### src/rtl/uart_pkg.sv
// Shared UART definitions: parity mode constants, TX/RX state encodings
// and the frame-length helper used to size the transmitter bit counter.
package uart_pkg;

   localparam int NONE = 0;
   localparam int EVEN = 1;
   localparam int ODD  = 2;

   typedef enum logic [2:0] {
      TX_IDLE,
      TX_START,
      TX_DATA,
      TX_PARITY,
      TX_STOP
   } tx_state_t;

   typedef enum logic [2:0] {
      RX_IDLE,
      RX_START,
      RX_DATA,
      RX_PARITY,
      RX_STOP,
      RX_WAIT_HIGH
   } rx_state_t;

   // Bit periods on the line for one transmitted frame, start bit through last stop bit.
   function automatic int frame_bits(input int word_size, input int parity, input int stop_bits);
      return 1 + word_size + ((parity != NONE) ? 1 : 0) + stop_bits;
   endfunction

endpackage

### src/rtl/uart_cfg_rx.sv
// UART receiver: 2-flop synchroniser, mid-bit sampling FSM and the
// registered word/error outputs that hold until the next completed frame.
module uart_cfg_rx
   import uart_pkg::*;
#(
   parameter int WORD_SIZE   = 8,
   parameter int PULSE_WIDTH = 16,
   parameter int PARITY      = 0
) (
   input  logic                 clk,
   input  logic                 rst,
   input  logic                 rx,
   output logic [WORD_SIZE-1:0] data_bits_rx,
   output logic                 rx_valid,
   output logic                 parity_err,
   output logic                 frame_err,
   output rx_state_t            state
);

   localparam int CNT_W = $clog2(PULSE_WIDTH);
   localparam int IDX_W = $clog2(WORD_SIZE);
   localparam int HALF  = PULSE_WIDTH / 2;

   logic                 sync1_q, sync2_q;
   logic                 rx_s;
   logic                 sample;

   rx_state_t            state_q, state_d;
   logic [CNT_W-1:0]     cyc_q, cyc_d;
   logic [IDX_W-1:0]     idx_q, idx_d;
   logic [WORD_SIZE-1:0] shift_q, shift_d;
   logic                 par_q, par_d;
   logic [WORD_SIZE-1:0] data_q, data_d;
   logic                 valid_q, valid_d;
   logic                 perr_q, perr_d;
   logic                 ferr_q, ferr_d;

   assign rx_s         = sync2_q;
   assign sample       = (cyc_q == CNT_W'(PULSE_WIDTH - 1));
   assign data_bits_rx = data_q;
   assign rx_valid     = valid_q;
   assign parity_err   = perr_q;
   assign frame_err    = ferr_q;
   assign state        = state_q;

   always_ff @(posedge clk) begin
      if (rst) begin
         sync1_q <= 1'b1;
         sync2_q <= 1'b1;
         state_q <= RX_IDLE;
         cyc_q   <= '0;
         idx_q   <= '0;
         shift_q <= '0;
         par_q   <= 1'b0;
         data_q  <= '0;
         valid_q <= 1'b0;
         perr_q  <= 1'b0;
         ferr_q  <= 1'b0;
      end else begin
         sync1_q <= rx;
         sync2_q <= sync1_q;
         state_q <= state_d;
         cyc_q   <= cyc_d;
         idx_q   <= idx_d;
         shift_q <= shift_d;
         par_q   <= par_d;
         data_q  <= data_d;
         valid_q <= valid_d;
         perr_q  <= perr_d;
         ferr_q  <= ferr_d;
      end
   end

   // The start bit is checked at half a period, so every later sample lands mid-bit.
   always_comb begin
      state_d = state_q;
      cyc_d   = cyc_q;
      idx_d   = idx_q;
      shift_d = shift_q;
      par_d   = par_q;
      data_d  = data_q;
      valid_d = 1'b0;
      perr_d  = perr_q;
      ferr_d  = ferr_q;
      case (state_q)
         RX_IDLE: begin
            if (!rx_s) begin
               state_d = RX_START;
               cyc_d   = '0;
            end
         end
         RX_START: begin
            if (cyc_q == CNT_W'(HALF - 1)) begin
               cyc_d   = '0;
               idx_d   = '0;
               state_d = rx_s ? RX_IDLE : RX_DATA;
            end else begin
               cyc_d = cyc_q + 1'b1;
            end
         end
         RX_DATA: begin
            if (sample) begin
               cyc_d   = '0;
               shift_d = {rx_s, shift_q[WORD_SIZE-1:1]};
               if (idx_q == IDX_W'(WORD_SIZE - 1)) begin
                  state_d = (PARITY != NONE) ? RX_PARITY : RX_STOP;
               end else begin
                  idx_d = idx_q + 1'b1;
               end
            end else begin
               cyc_d = cyc_q + 1'b1;
            end
         end
         RX_PARITY: begin
            if (sample) begin
               cyc_d   = '0;
               par_d   = rx_s;
               state_d = RX_STOP;
            end else begin
               cyc_d = cyc_q + 1'b1;
            end
         end
         RX_STOP: begin
            if (sample) begin
               cyc_d   = '0;
               valid_d = 1'b1;
               data_d  = shift_q;
               perr_d  = (PARITY != NONE) && ((^shift_q) ^ par_q ^ (PARITY == ODD));
               ferr_d  = ~rx_s;
               // A low stop bit means a break: wait for the line to recover before hunting.
               state_d = rx_s ? RX_IDLE : RX_WAIT_HIGH;
            end else begin
               cyc_d = cyc_q + 1'b1;
            end
         end
         RX_WAIT_HIGH: begin
            if (rx_s) state_d = RX_IDLE;
         end
         default: state_d = RX_IDLE;
      endcase
   end

endmodule

### src/rtl/uart_cfg.sv
// Configurable UART top: inline transmitter FSM plus the uart_cfg_rx receiver.
// Both paths share clk/rst and otherwise run independently.
module uart_cfg
   import uart_pkg::*;
#(
   parameter int WORD_SIZE   = 8,
   parameter int PULSE_WIDTH = 16,
   parameter int PARITY      = 0,
   parameter int STOP_BITS   = 1
) (
   input  logic                 clk,
   input  logic                 rst,
   input  logic                 send_valid,
   input  logic [WORD_SIZE-1:0] data_bits_tx,
   output logic                 tx_ready,
   output logic                 tx,
   input  logic                 rx,
   output logic [WORD_SIZE-1:0] data_bits_rx,
   output logic                 rx_valid,
   output logic                 parity_err,
   output logic                 frame_err,
   output tx_state_t            tx_state,
   output rx_state_t            rx_state
);

   localparam int FRAME_BITS = frame_bits(WORD_SIZE, PARITY, STOP_BITS);
   localparam int CNT_W      = $clog2(PULSE_WIDTH);
   localparam int IDX_W      = $clog2(FRAME_BITS);

   if (WORD_SIZE < 5 || WORD_SIZE > 9) begin : g_bad_word_size
      $error("uart_cfg: WORD_SIZE %0d outside 5..9", WORD_SIZE);
   end
   if (PULSE_WIDTH < 4) begin : g_bad_pulse_width
      $error("uart_cfg: PULSE_WIDTH %0d below 4", PULSE_WIDTH);
   end
   if (PARITY < NONE || PARITY > ODD) begin : g_bad_parity
      $error("uart_cfg: PARITY %0d not 0, 1 or 2", PARITY);
   end
   if (STOP_BITS < 1 || STOP_BITS > 2) begin : g_bad_stop_bits
      $error("uart_cfg: STOP_BITS %0d not 1 or 2", STOP_BITS);
   end

   // Handshake: a word transfers on any edge where send_valid and tx_ready are
   // both high; send_valid is ignored while tx_ready is low, and data_bits_tx
   // only needs to be stable on the accepting edge.
   tx_state_t            state_q, state_d;
   logic [CNT_W-1:0]     cyc_q, cyc_d;
   logic [IDX_W-1:0]     idx_q, idx_d;
   logic [WORD_SIZE-1:0] shift_q, shift_d;
   logic                 par_q, par_d;
   logic                 tx_q, tx_d;
   logic                 accept;

   assign tx_ready = (state_q == TX_IDLE);
   assign accept   = send_valid & tx_ready;
   assign tx       = tx_q;
   assign tx_state = state_q;

   always_ff @(posedge clk) begin
      if (rst) begin
         state_q <= TX_IDLE;
         cyc_q   <= '0;
         idx_q   <= '0;
         shift_q <= '0;
         par_q   <= 1'b0;
         tx_q    <= 1'b1;
      end else begin
         state_q <= state_d;
         cyc_q   <= cyc_d;
         idx_q   <= idx_d;
         shift_q <= shift_d;
         par_q   <= par_d;
         tx_q    <= tx_d;
      end
   end

   // idx counts bit periods across the whole frame; the state follows from it.
   always_comb begin
      state_d = state_q;
      cyc_d   = cyc_q;
      idx_d   = idx_q;
      shift_d = shift_q;
      par_d   = par_q;
      if (state_q == TX_IDLE) begin
         if (accept) begin
            state_d = TX_START;
            cyc_d   = '0;
            idx_d   = '0;
            shift_d = data_bits_tx;
            par_d   = (^data_bits_tx) ^ (PARITY == ODD);
         end
      end else if (cyc_q == CNT_W'(PULSE_WIDTH - 1)) begin
         cyc_d = '0;
         if (state_q == TX_DATA) shift_d = shift_q >> 1;
         if (idx_q == IDX_W'(FRAME_BITS - 1)) begin
            state_d = TX_IDLE;
            idx_d   = '0;
         end else begin
            idx_d = idx_q + 1'b1;
            if (idx_d <= IDX_W'(WORD_SIZE)) begin
               state_d = TX_DATA;
            end else if (PARITY != NONE && idx_d == IDX_W'(WORD_SIZE + 1)) begin
               state_d = TX_PARITY;
            end else begin
               state_d = TX_STOP;
            end
         end
      end else begin
         cyc_d = cyc_q + 1'b1;
      end
   end

   // The line level is registered from the next state so tx is glitch-free.
   always_comb begin
      tx_d = 1'b1;
      case (state_d)
         TX_START:  tx_d = 1'b0;
         TX_DATA:   tx_d = shift_d[0];
         TX_PARITY: tx_d = par_d;
         default:   tx_d = 1'b1;
      endcase
   end

   uart_cfg_rx #(
      .WORD_SIZE   (WORD_SIZE),
      .PULSE_WIDTH (PULSE_WIDTH),
      .PARITY      (PARITY)
   ) u_rx (
      .clk          (clk),
      .rst          (rst),
      .rx           (rx),
      .data_bits_rx (data_bits_rx),
      .rx_valid     (rx_valid),
      .parity_err   (parity_err),
      .frame_err    (frame_err),
      .state        (rx_state)
   );

endmodule

### config.mk
export PLATFORM = sky130hd
export DESIGN_NAME = uart_cfg
export DESIGN_NICKNAME = d
export VERILOG_FILES = /design/src/rtl/uart_pkg.sv /design/src/rtl/uart_cfg_rx.sv /design/src/rtl/uart_cfg.sv
export SDC_FILE = /design/constraint.sdc
export NUM_CORES = 1
export LEC_CHECK = 0
export ABC_CLOCK_PERIOD_IN_PS = 3400
export BUFFER_PORTS_ARGS = -buffer_cell sky130_fd_sc_hd__buf_2
export CORE_MARGIN = 2
export CORE_UTILIZATION = 40
export DETAILED_ROUTE_END_ITERATION = 6
export PLACE_DENSITY = 0.69
export SYNTH_ARGS = -nofsm -noshare
export SYNTH_HDL_FRONTEND = slang
export SYNTH_SLANG_ARGS = --single-unit
### constraint.sdc
create_clock -name clk -period 3.4 [get_ports clk]
set_input_delay 0.17 -clock clk [delete_from_list [all_inputs] [get_ports clk]]
set_output_delay 0.17 -clock clk [all_outputs]
set_load 0.01 [all_outputs]
* Word level (Yosys, flattened, before mapping)
Index checks and enable logic that the tools add are counted.
** Word-level totals
- Flip-flop bits (word level) :: 51
- Output and inout port bits :: 19
- Word-level logic and storage cells :: 100
** Operators by class
- Add/subtract/negate cells :: 4
- $lt $le $gt $ge :: 1
- Equal/unequal tests :: 23
- Muxes and demuxes :: 37
- Bitwise operators :: 3
- Reduce and logical (&&, ||, !) cells :: 16
** Operators with widths (number)
- $mux 3 :: 16
- $mux 4 :: 9
- $mux 8 :: 4
- $pmux 3 s6 :: 1
- $eq 3x2->1 const B :: 5
- $ne 2x1->1 const B :: 7
- $add 4x1->4 const B :: 3
- $eq 4x4->1 const B :: 3
- $pmux 4 s3 :: 1
- $eq 3x3->1 const B :: 3
- $reduce_and 2->1 :: 4
- $reduce_xor 8->1 :: 1
- $reduce_and 7->1 :: 1
- $eq 3x1->1 const B :: 2
- $logic_not 3->1 :: 2
- $pmux 3 s2 :: 1
- $reduce_bool 2->1 :: 3
- $eq 4x3->1 const B :: 1
- $le 4x4->1 const B :: 1
- $ne 2x2->1 const B :: 2
- $reduce_and 4->1 :: 1
- $add 3x1->3 const B :: 1
- $mux 1 :: 3
- $pmux 1 s3 :: 1
- 7 further kinds :: 8

* Depth between registers and ports, before layout
Gate-level depths: netlist of the first run.
- Depth after elaboration :: 8
- Mapped depth :: 7
- Mapped depth without buffers :: 7

* Cells and area by module
A second synthesis of the first run with hierarchy kept.
** Unflattened totals
- Cell total of the unflattened synthesis :: 270
- Area, all modules :: 2462.4 µm²
** By module, submodules not included
- uart_cfg_rx :: times used 1, cells each 144, area an instance 1406.3 µm², seq. area each 600.6 µm²
- uart_cfg :: times used 1, cells each 126, area an instance 1056.0 µm², seq. area each 420.4 µm²

* Least setup slack after synthesis of the first run
Ideal clock, no wire load.
- Kind :: register to register
- Start :: register u_rx.idx_q[0]
- End :: register u_rx.idx_q[0]
- Arrival :: 1.697 ns
- Slack :: 1.636 ns
- Stages on the path, launching flop included :: 8
- Clock period less this slack :: 1.764 ns
- Cells stage by stage :: dfxtp_1 -> ha_1 -> ha_1 -> nor2_4 -> a31oi_1 -> or3_4 -> or3b_1 -> a21oi_2
** On the way
- Longest elaborated chain between the ends :: 4
- Elaborated cells on any way between the ends :: 7
- Those cells by class :: add/sub: 1; eq/ne: 2; mux: 3; reduce/logical: 1
** RTL lines
- from (decl) :: line uart_cfg_rx.sv:30 : logic [IDX_W-1:0] idx_q, idx_d;
- from (signal assigned) :: line uart_cfg_rx.sv:64 : idx_q <= idx_d;
- $add 3x1->3 :: line uart_cfg_rx.sv:108 : idx_d = idx_q + 1'b1;
- $mux 3 :: line uart_cfg_rx.sv:105 : if (idx_q == IDX_W'(WORD_SIZE - 1)) begin
- $mux 3 :: line uart_cfg_rx.sv:102 : if (sample) begin
- $pmux 3 s2 :: line uart_cfg_rx.sv:85 : case (state_q)
Parallel ways exist; a longest one is shown, timed or not. The select of a mux whose other input is x is not followed.
A chain may end at the register's enable or synchronous reset.

* Worst setup path after layout of the first run
- Start :: register state_q[0], in the netlist tx_state[0]
- End :: register tx_q, in the netlist tx
** On the way
- Longest elaborated chain between the ends :: 6
- Elaborated cells on any way between the ends :: 16
- Those cells by class :: eq/ne: 4; mux: 10; bitwise: 1; reduce/logical: 1
** RTL lines
- from (decl) :: line uart_cfg.sv:46 : tx_state_t state_q, state_d;
- from (signal assigned) :: line uart_cfg.sv:68 : state_q <= state_d;
- $logic_not 3->1 :: line uart_cfg.sv:54, uart_cfg.sv:84
- $and 1x1->1 :: line uart_cfg.sv:55 : assign accept = send_valid & tx_ready;
- $mux 3 :: line uart_cfg.sv:85 : if (accept) begin
- $mux 3 :: line uart_cfg.sv:84 : if (state_q == TX_IDLE) begin
- $eq 3x2->1 or $eq 3x1->1 (tied branches) :: line uart_cfg.sv:116 : case (state_d)
- $pmux 1 s3 * :: line uart_cfg.sv:116
- to (signal assigned) :: line uart_cfg.sv:73 : tx_q <= tx_d;
- to (decl) :: line uart_cfg.sv:51 : logic tx_q, tx_d;
Mark *: on every way between the ends. The rest lies on a longest branch, timed or not. The select of a mux whose other input is x is not followed.

==> flow_metrics.tcl, run 1 <==
set metrics [dict create \
    status "complete, no violations" \
    power_density_nw_per_um2 454 \
    grt_max_degree 53 \
    grt_pass1_vias 1759 \
    worstHoldPathType "in2reg" \
    synthCells 275 \
    wirelength_mm 4.49 \
    internal_power_mw 0.939 \
    grt_pass1_wl_mm 7.80 \
    r2r_cells 5 \
    rows 27 \
    port_buffers 29 \
    dieArea_um2 6500 \
    fmax_mhz 477 \
    first_pass_iters 4 \
    die_y_um 80.6 \
    synth_edf_count 0 \
    layout-drive-gt1-share_pct 16.2 \
    period_share_pct 61.6 \
    viasPerCell 5.25 \
    combPwrFrac_pct 7.0 \
    start_kind "flop" \
    p_seq_share_pct 51.6 \
    synth.most_common_cell "dfxtp_1" \
    synth_ff_type "dfxtp_1" \
    drt_iter0_markers 129 \
    switching_share_pct 21.7 \
    cp.arrival_ns 2.28 \
    clk_path_buf_depth 2 \
    power_mw 1.20 \
    ys_seq_area_share_pct 43.5 \
    insertion_delay_ns 0.30 \
    cts_made_buffers 5 \
    tightest_slew_ns 0.927 \
    slew-limit-headroom_pct 38.2 \
    place_congestion 0.769 \
    r2r_start "tx_state[0]" \
    place_hpwl_mm 3.07 \
    diodes 0 \
    grt-ovfl-total 0 \
    drtAntennaViolNets 0 \
    regArea_um2 1020 \
    ioPinCount 31 \
    setup_viol 0 \
    ctsHoldBuffers 0 \
    reg2reg_to "tx" \
    slew_violations 0 \
    fin_skew_ns 0.00402 \
    fillers 556 \
    critPathRequiredTime_ns 3.58 \
    async_flop_share_pct 0 \
    synth-seq-cells 51 \
    htreeDepth 2 \
    syn-num-nets 293 \
    cts_tree "yes" \
    hp-start "rx" \
    ys_warn_count 0 \
    path_clk_slew_ns 0.09 \
    area_delta_synth_final_pct 12.5 \
    drc 0 \
    min_period_ns 2.09 \
    cp-end-kind "flop" \
    hold_viol 0 \
    cts_root_buf "clkbuf_8" \
    leakage_nw 1.07 \
    crit_chain "nor4b_4, a21oi_1, a221oi_1, nand2b_1, nand4_1" \
    post-cts-setup-buffer-count 0 \
    rsz0062_at_grt "false" \
    syn_area_per_cell_um2 8.54 \
    grt_use_total_pct 15.0 \
    crit_type "reg2reg" \
    die_width_um 80.6 \
    rrSetupSlack_ns 1.31 \
    ys_types 54 \
    multiInputGateArea_um2 1230 \
    crit_path_max_incr_delay_ns 0.70 \
    synth_area_leader_cell "dfxtp_1" \
    irDropWorstVdd_uv 243 \
    syn_area_um2 2350 \
    core_um2 5570 \
    cts_resized 0 \
    fin_tns_setup_ns 0 \
    path_max_fanout 14 \
    hold_path_depth 2 \
    num_vias 1933 \
    antenna_found_initial 0 \
    clock-sinks 51 \
    detail_route.wl_per_cell_um 12.2 \
    p_sw_mw 0.260 \
    synth_common_cells "dfxtp_1 (51), nor2_1 (34), nand2_1 (33), a21oi_1 (32), nand3_1 (14)" \
    initial_core_util_pct 42.1 \
    final_nets 313 \
    yosys.area.top_type_share_pct 43.5 \
    worstHoldEndpoint "u_rx.sync1_q" \
    drv_cap 0 \
    synth_area_leaders "dfxtp_1 (43%), a21oi_1 (6.8%), nor2_1 (5.4%)" \
    pwr-share-clk_pct 41.3 \
    cp_slowest_cell "nor4b_4" \
]
[placed cells by master, fill, tap and decap left out, types with 3 or more instances in the layout]
master,count
clkbuf_8,5
nor3_1,5
nor2_1,34
nand3_1,14
o21ai_0,3
xnor2_1,7
buf_2,29
a22oi_1,7
nand3b_1,4
nand2_1,33
a21oi_1,32
a211oi_1,3
and3_1,3
mux2i_1,9
ha_1,6
dfxtp_1,51
or2_2,3
inv_1,3
[power by group through the flow]
stage | Combinational, mW | Clock, mW | Sequential [mW]
2_1_floorplan | 0.0663 | 0 | 0.632
6_report | 0.0844 | 0.496 | 0.619
3_3_place_gp | 0.0843 | 0 | 0.633
5_1_grt | 0.0956 | 0.532 | 0.621
3_5_place_dp | 0.0855 | 0 | 0.634
4_1_cts | 0.0853 | 0.509 | 0.620
[registers in the layout (all words and copies together), names as in the netlist]
| signal | count |
|---|---|
| shift_q | 8 |
| u_rx.data_bits_rx | 8 |
| u_rx.shift_q | 8 |
| cyc_q | 4 |
| idx_q | 4 |
| u_rx.cyc_q | 4 |
| tx_state | 3 |
| u_rx.idx_q | 3 |
| u_rx.state | 3 |
| par_q | 1 |
| tx | 1 |
| u_rx.frame_err | 1 |
| u_rx.rx_s | 1 |
| u_rx.rx_valid | 1 |
| u_rx.sync1_q | 1 |
[critical path, delay by kind of cell, from the launching register on]
family	cells	cell delay, ns
compound gates	2	0.65
flops	1	0.37
simple gates	3	0.94
[per-layer routing]
layer	global-route usage [%]	up-vias	wire, µm
met5	0	-	0
met4	6.10	0	76
met3	3.26	6	123
met2	23.7	29	2040
met1	19.9	903	2240
li1	-	995	-
[metrics by stage]
step	hold slack, ns	cell area [µm²]	cells	setup slack [ns]	util (%)
after floorplan	0.274	2350	275	1.64	-
after global placement	0.353	2500	360	1.34	44.9
after detailed placement	0.356	2500	360	1.28	44.9
after CTS	0.0281	2640	368	1.29	47.4
after global routing	0.0260	2640	368	1.08	47.4
final	0.0390	2640	368	1.31	47.4
[layout make-up]
type	count	share of cell area [%]
Clock buffer	5	2.61
Clock inverter	3	2.56
Inverter	4	0.758
Multi-Input combinational cell	204	46.5
Sequential cell	51	38.7
Tap cell	72	3.41
Timing Repair Buffer	29	5.50
[cell families (layout without fill, tap and decap cells)]
kind of cell / Yosys count / count (layout) / share of synthesized area [%]
and+or+nand+nor: 118 / 118 / 25.9
AOI/OAI and AO/OA: 62 / 62 / 16.3
DFF: 51 / 51 / 43.5
buffers and inverters: 20 / 41 / 4.21
muxes: 9 / 9 / 3.84
xor gates and xnor gates: 8 / 8 / 2.99
adders and majority gates: 6 / 6 / 3.20
other: 1 / 1 / 0.160
[worst max path at each step]
| stage | from | endpoint | slack [ns] | depth (start not counted) |
|---|---|---|---|---|
| after floorplan | u_rx.idx_q[0] | u_rx.idx_q[0] | 1.64 | 7 |
| after global placement | tx_state[0] | tx | 1.34 | 5 |
| after detailed placement | tx_state[0] | tx | 1.28 | 5 |
| after CTS | tx_state[0] | tx | 1.29 | 5 |
| after global routing | u_rx.cyc_q[0] | u_rx.data_bits_rx[3] | 1.08 | 5 |
| final | tx_state[0] | tx | 1.31 | 5 |
Power figures use the tool's default switching activity.
==> run 2: changes to the inputs <==
- ABC_AREA: default -> 1
- ABC_CLOCK_PERIOD_IN_PS: 3400 -> 2080
- clock period: 3.4 -> 2.08 ns (I/O delays scaled with it)
==> run 2 against run 1 <==
  * Power is 84% higher
  * Largest cell class unchanged
  * Synthesized cell count is 23% higher
  * Maximum frequency is 29% higher
  * Final area is 4.3% higher
  * Area after synthesis is 3.3% higher
  * Combinational power grew to 5.8 times the previous value
  * Clock skew hardly changed
  * Die area is 3.1% higher
  * Count of clock-buffer cells in the layout is 2 higher
==> flow_metrics.tcl, run 2 <==
set metrics [dict create \
    dp.cells 436 \
    crit_chain "ha_1, nand3_2, inv_2, nand3_1, inv_2, nand2_1, nand2_1, nand2_1, a21oi_1, nand2_1" \
    grt-ovfl-total 0 \
    cp.arrival_ns 1.82 \
    place_hpwl_mm 3.48 \
    fillers 624 \
    tightest_slew_ns 0.696 \
    irDropWorstVdd_uv 349 \
    detailedPlace.worstSlack_ns 0.479 \
    dr.max_layer_used "met4" \
    synth_edf_count 0 \
    grt_max_degree 27 \
    ys_seq_area_share_pct 42.1 \
    drtAntennaViolNets 0 \
    grt_pass1_wl_mm 8.36 \
    cts_tree "yes" \
    cts_resized 0 \
    power_density_nw_per_um2 802 \
    synthCells 338 \
    insertion_delay_ns 0.30 \
    drc 0 \
    async_flop_share_pct 0 \
    crit_type "reg2reg" \
    critPathRequiredTime_ns 2.28 \
    ioPinCount 31 \
    yosys.area.top_type_share_pct 42.1 \
    final_nets 387 \
    area_delta_synth_final_pct 13.6 \
    layout-drive-gt1-share_pct 17.8 \
    drt_iter0_markers 114 \
    grt_use_total_pct 15.8 \
    rsz0062_at_grt "false" \
    cts_made_buffers 5 \
    fmax_mhz 617 \
    wirelength_mm 4.91 \
    slew_violations 0 \
    final_common_cell "nand2_1" \
    synth.most_common_cell "nand2_1" \
    synth_area_leader_cell "dfxtp_1" \
    path_max_fanout 7 \
    route.met2.wl_mm 2.23 \
    clk_path_buf_depth 2 \
    slew-limit-headroom_pct 53.6 \
    cp_slowest_cell "dfxtp_1" \
    first_pass_iters 4 \
    fin_util_pct 46.8 \
    syn_area_per_cell_um2 7.17 \
    crit_path_max_incr_delay_ns 0.39 \
    die_y_um 81.8 \
    path_clk_slew_ns 0.09 \
    diodes 0 \
    regArea_um2 1020 \
    port_buffers 29 \
    place_congestion 0.786 \
    synth_area_leaders "dfxtp_1 (42%), nand2_1 (12%), nor2_1 (8.7%)" \
    wl_met3_um 151 \
    worst-path-buf-inv 2 \
    synth_ff_type "dfxtp_1" \
    final_cell_mix "nand2_1 (78), nor2_1 (56), dfxtp_1 (51), buf_2 (29), o21ai_0 (26)" \
    clock-sinks 51 \
    setup_viol 0 \
    period_share_pct 78.0 \
    drv_cap 0 \
    viasPerCell 4.85 \
    status "complete, no violations" \
    synth-seq-cells 51 \
    fin_tns_setup_ns 0 \
    antenna_found_initial 0 \
    cp_common_cell "nand2_1" \
    die_width_um 81.8 \
    hold_viol 0 \
    cts_root_buf "clkbuf_8" \
    detail_route.wl_per_cell_um 11.0 \
    post-cts-setup-buffer-count 0 \
    htreeDepth 2 \
    start_kind "flop" \
    setup_ws_ns 0.459 \
    synth_common_cells "nand2_1 (78), nor2_1 (56), dfxtp_1 (51), o21ai_0 (26), a21oi_1 (25)" \
    ys_types 31 \
    min_period_ns 1.62 \
    fin_skew_ns 0.00428 \
    final_area_um2 2750 \
    core_um2 5890 \
    dieArea_um2 6700 \
    grt_pass1_vias 1926 \
    leakage_nw 1.29 \
    num_vias 2158 \
    rows 28 \
    syn_area_um2 2420 \
    multiInputGateArea_um2 1280 \
    fin_cells 445 \
    worstHoldPathType "in2reg" \
    cp-end-kind "flop" \
    drt-met1-wl_mm 2.46 \
    ys_warn_count 0 \
    initial_core_util_pct 41.2 \
    cpLargestDelayFamily "simple AND/OR/NAND/NOR gates" \
    post_dp_cell_area_um2 2640 \
    syn-num-nets 356 \
]
## run 2: path summary, 6_finish.rpt
check                                     start    endpoint  slack (ns)  depth (start not counted)
worst max-delay path                   cyc_q[0]          tx        0.46                         10
worst min-delay path            data_bits_tx[7]  shift_q[7]        0.08                          3
worst max register to register         cyc_q[0]          tx        0.46                         10
worst min register to register     u_rx.sync1_q   u_rx.rx_s        0.42                          1
## run 2: area by class of cell
cell class              instances  share of cell area, %
multi-input cells             256                   46.4
clock inverters                 1                  0.273
well taps                      75                   3.41
flip-flops and latches         51                   37.1
clock buffers                   7                   3.50
inverters                      23                   3.14
repair buffers                 32                   6.18
## run 2: timing repair
item	4_1_cts	5_1_grt
endpoints found under the hold margin	1	0
hold buffers	1	0
setup endpoints to repair	0	0
## run 2: kinds of logic (layout without fill, tap and decap cells)
kind of cell | count (synthesis) | in the layout | synth area share (%)
DFF | 51 | 51 | 42.1
buffers and inverters | 31 | 63 | 5.16
other | 1 | 1 | 0.155
AOI/OAI and AO/OA | 64 | 64 | 14.4
xor gates and xnor gates | 10 | 10 | 3.61
and+or+nand+nor | 175 | 175 | 31.5
adders and majority gates | 6 | 6 | 3.10
## run 2: per-stage QoR
stage          hold WS [ns]  total power [mW]
2_1_floorplan         0.208              1.48
3_3_place_gp          0.288              1.59
3_5_place_dp          0.291              1.60
4_1_cts              0.0773              2.23
5_1_grt              0.0836              2.35
6_report             0.0832              2.21
## run 2: worst min-delay path: cells and delay by family
family	cells	cell delay, ns
buffers and inverters	1	0.12
AND/OR/NAND/NOR	1	0.06
AO/OA/AOI/OAI	1	0.05
## run 2: metal layers
layer | up-vias | track usage, %
li1 | 1153 | -
met1 | 965 | 20.3
met2 | 35 | 26.3
met3 | 5 | 3.30
met4 | 0 | 5.33
met5 | - | 0
## run 2: report_power, final
group / internal [mW] / switching [mW]
combinational: 0.172 / 0.321
sequential: 1.03 / 0.0585
clock: 0.303 / 0.320
